--- src/rtl/exception_controller.sv ---
// exception_controller: single-level exception entry/return sequencer.
// Captures ELR/ESR on an exception, then redirects fetch to the vector and later to ELR.
module exception_controller (
  input  logic        clk,
  input  logic        reset,
  input  logic        ExtIRQ,
  input  logic        ExcInvOp_M,
  input  logic        Eret_M,
  input  logic [63:0] PC_M,
  input  logic [63:0] NextPC_F,
  output logic        EProc_F,
  output logic        ERetSel_F,
  output logic [63:0] ERetAddr_F,
  output logic        Flush,
  output logic [63:0] ELR,
  output logic [3:0]  ESR,
  output logic        ExcActive,
  output logic [7:0]  ExcCount
);
  typedef enum logic [1:0] {IDLE, ENTER, HANDLER, RETURN} state_t;
  state_t state, state_nxt;
  logic irq_mask, take_inv, take_irq;
  always_comb begin
    take_inv  = state == IDLE && ExcInvOp_M;
    take_irq  = state == IDLE && !ExcInvOp_M && ExtIRQ && !irq_mask;
    state_nxt = (take_inv || take_irq) ? ENTER :
                state == ENTER ? HANDLER :
                (state == HANDLER && Eret_M) ? RETURN :
                state == RETURN ? IDLE : state;
    EProc_F   = state == ENTER;
    ERetSel_F = state == RETURN;
    Flush     = state == ENTER || state == RETURN;
    ExcActive = state == HANDLER;
  end
  assign ERetAddr_F = ELR;
  // irq_mask covers the first IDLE cycle after RETURN so the return target gets fetched
  always_ff @(posedge clk or negedge reset) begin
    if (!reset) begin
      state    <= IDLE;
      irq_mask <= 1'b0;
      ELR      <= 64'h0;
      ESR      <= 4'h0;
      ExcCount <= 8'h0;
    end else begin
      state    <= state_nxt;
      irq_mask <= state == RETURN;
      if (take_inv || take_irq) begin
        ELR      <= take_inv ? PC_M : NextPC_F;
        ESR      <= take_inv ? 4'b0010 : 4'b0001;
        ExcCount <= ExcCount + {7'd0, ExcCount != 8'hFF};
      end
    end
  end
endmodule

--- config.mk ---
export PLATFORM = sky130hd
export DESIGN_NAME = exception_controller
export DESIGN_NICKNAME = d
export VERILOG_FILES = /design/src/rtl/exception_controller.sv
export SDC_FILE = /design/constraint.sdc
export NUM_CORES = 1
export LEC_CHECK = 0
export ABC_AREA = 0
export BUFFER_PORTS_ARGS = -buffer_cell sky130_fd_sc_hd__buf_2
export CAP_MARGIN = 10
export CORE_AREA = 3 3 107 109
export DETAILED_ROUTE_END_ITERATION = 12
export DIE_AREA = 0 0 110 112
export GPL_ROUTABILITY_DRIVEN = 0
export GPL_TIMING_DRIVEN = 0
export HOLD_SLACK_MARGIN = 0.06
export PLACE_DENSITY_LB_ADDON = 0.05
export SLEW_MARGIN = 20
export SYNTH_ARGS = -nofsm -noshare
export SYNTH_HDL_FRONTEND = slang
export SYNTH_SLANG_ARGS = --single-unit
--- constraint.sdc ---
create_clock -name clk -period 2.2 [get_ports clk]
set_clock_uncertainty 0.2 [all_clocks]
set_input_delay 0.22 -clock clk [delete_from_list [all_inputs] [get_ports clk]]
set_output_delay 0.22 -clock clk [all_outputs]
set_load 0.05 [all_outputs]
==> summary.md <==
| Metric | Value |
|---|---|
| Final period util | `92.4%` |
| Largest net degree at the start of global routing | `47` |
| Max_cap viols | `0` |
| Post-DP HPWL | `10,100 µm` |
| WL final | `14,700 µm` |
| CP Buf/Inv Count | `0` |
| CP arrival | `2.08 ns` |
| Minimum clock period | `2.03 ns` |
| Worst r2r dst | `ExcCount[4]` |
| Hold_ws | `0.152 ns` |
| Gr ovfl total | `0` |
| R2R cell count | `7` |
| Synth Instances | `338` |
| First-pass GRT wire length | `22,000 µm` |
| FF+latch count, synth | `77` |
| Final non-filler cell total | `901` |
| Vias per std cell | `4.73` |
| Slew Viols, Final | `0` |
| Layout Nets | `889` |
| 1st-iter DRT viols | `197` |
| CP Capture Type | `register` |
| Sink Count | `77` |
| Commonest non-fill, non-tap cell in the layout | `buf_2` |
| CP Launch Type | `register` |
| Synthesis-to-layout area growth | `78.7%` |
| Post-CTS setup buffer count | `0` |
| Core Region | `10,700 µm²` |
| Cell Pwr Density | `1770 nW/µm²` |
| Worst path slowest cell | `dfrtp_1` |
| Clk Latency, worst-skew pair | `0.36 ns` |
| Vias after detailed routing | `4,263` |
| DR WL/cell | `16.3 µm` |
| Num CTS Buffers | `9` |
| Crit path max-delay family | `simple AND/OR/NAND/NOR gates` |
| Inst Count DP | `753` |
| Fraction of layout cells with a size suffix above 1 | `49.5%` |
| Most frequent cells in the layout | `buf_2, dlygate4sd3_1, dfrtp_1, buf_4, and3_1` |
| Final setup violation count | `0` |
| Initial antenna violation count | `2` |
| CP Max Fanout | `6` |
| Largest cells by area after synthesis | `dfrtp_1, a221o_1, buf_4, and3_1, buf_8` |
| Setup TNS | `0 ns` |
| Worst vdd ir | `0.00128 V` |
| Outcome | `finished, final reports clean` |
| Die width | `110 µm` |
| Critical Path RT | `2.25 ns` |
| Most frequent CP cell | `ha_1` |
| Register area share after synthesis | `48.7%` |
| Post-route ant nets | `0` |
| Worst Setup Slack, final | `0.168 ns` |
| Die area | `12,300 µm²` |
| Critical-path cell list | `and4_1, nand2_1, ha_1, ha_1, nor3b_1, o2111ai_1, xnor2_1` |
| DR DRC count | `0` |
| Syn Area/Cell | `11.7 µm²` |
| I/O pins | `277` |
| Final Hold Viols | `0` |
| Total Routing Usage GR | `23.1%` |
| Critical R2R Launch | `ExcCount[3]` |
| Lkg Pwr | `3.90 nW` |
| Clock transition at the registers of the reported paths | `0.08 ns` |
| Distinct cells, synth | `27` |
| Placement Rows | `38` |
| F_max | `492 MHz` |
| Post-Syn Area | `3960 µm²` |
| Leading area contributor after synthesis | `dfrtp_1` |
| Initial Utilization | `37.0%` |
| Drt pass-1 iters | `4` |
| I/O Buffers | `273` |
| Vias in the first global route | `4,271` |
| RSZ-0062 raised after global routing | `false` |
| WS Path Type | `reg2reg` |
| Chip height | `112 µm` |
| Longest Clk Path Bufs | `2` |
| H-tree levels | `3` |
| Dpl ws | `0.105 ns` |
| Reg2Reg Setup Slack | `0.17 ns` |
| Synth warnings | `0` |
| Worst hold path class | `in2async` |
| Max incr delay on CP | `0.44 ns` |
| Post-synth top area share | `48.7%` |
| TritonCTS clock tree | `yes` |
| CTS Root Cell | `clkbuf_8` |
-- cell families after synthesis --
family	synth area share, %
compound gates	17.7
xor+xnor	1.33
fa+ha+maj	0.632
buf+inv	17.2
flops	48.7
mux	1.14
other cells	0.0948
simple gates	13.2
-- layer usage --
layer | vias up | GRT usage [%] | wire length, µm
li1 | 2057 | - | -
met1 | 2001 | 26.4 | 5570
met2 | 181 | 41.5 | 7750
met3 | 24 | 4.70 | 1070
met4 | 0 | 8.56 | 295
met5 | - | 0 | 0
-- report_power, final --
group | internal, mW | total [mW] | switching [mW]
Clock | 0.698 | 1.22 | 0.526
Sequential | 2.09 | 2.72 | 0.630
Combinational | 2.64 | 8.60 | 5.96
Total | 5.43 | 12.5 | 7.11
-- worst reg2reg max path, delay by kind of cell, from the launching register on --
kind / cells / cell delay, ns
AO/OA/AOI/OAI: 1 / 0.20
XOR/XNOR: 1 / 0.16
AND/OR/NAND/NOR: 3 / 0.63
adder cells (fa/ha/maj): 2 / 0.30
flip-flops: 1 / 0.44
-- cells in the mapped netlist, drive strengths merged --
master / count
and3: 65
a22o: 1
conb: 1
o211ai: 1
mux2: 4
clkbuf: 19
o2111ai: 4
buf: 77
xnor2: 6
or4b: 1
a21o: 1
and2: 2
nor2: 2
and2b: 1
a221o: 63
nor2b: 2
nor3b: 1
o21ai: 2
or2: 1
dfrtp: 77
ha: 2
and4: 2
nand2: 3
-- final cells by class --
type,count,area [µm²]
Fill cell,845,3630
Buffer,96,683
Multi-Input combinational cell,166,1360
Timing Repair Buffer,404,2700
Tap cell,140,175
Clock buffer,12,155
Sequential cell,77,1930
Antenna cell,2,5.00
Clock inverter,4,70.1
-- state kept, by name, summed over array words and instances (netlist names) --
register / count
irq_mask: 1
ESR: 2
state: 2
ELR: 64
ExcCount: 8
-- worst max-delay path by stage --
| stage | start | to | slack [ns] | cells past startpoint |
|---|---|---|---|---|
| floorplan | ExcCount[3] | ExcCount[4] | 0.08 | 7 |
| global placement | reset | ExcCount[5] | 0.09 | 1 |
| detailed placement | state[0] | ELR[32] | 0.10 | 5 |
| CTS | state[0] | ELR[15] | 0.08 | 5 |
| global route | ExcCount[3] | ExcCount[4] | 0.003 | 7 |
| finish | ExcCount[3] | ExcCount[4] | 0.17 | 7 |
-- through the flow --
| step | cell area [µm²] | power [mW] | util [%] |
|---|---|---|---|
| final | 7070 | 12.5 | 66.1 |
| after detailed placement | 5530 | 11.1 | 51.7 |
| after global placement | 5500 | 11.1 | 51.4 |
| after floorplan | 3960 | 9.24 | - |
| after CTS | 7060 | 12.6 | 66.0 |
| after global routing | 7070 | 13.1 | 66.1 |
-- timing repair --
action | 4_1_cts | 5_1_grt
resized for setup | 0 | 3
hold endpoints to repair | 142 | 0
hold buffers | 130 | 0
endpoints found under the setup margin | 0 | 27
Power figures use the tool's default switching activity.
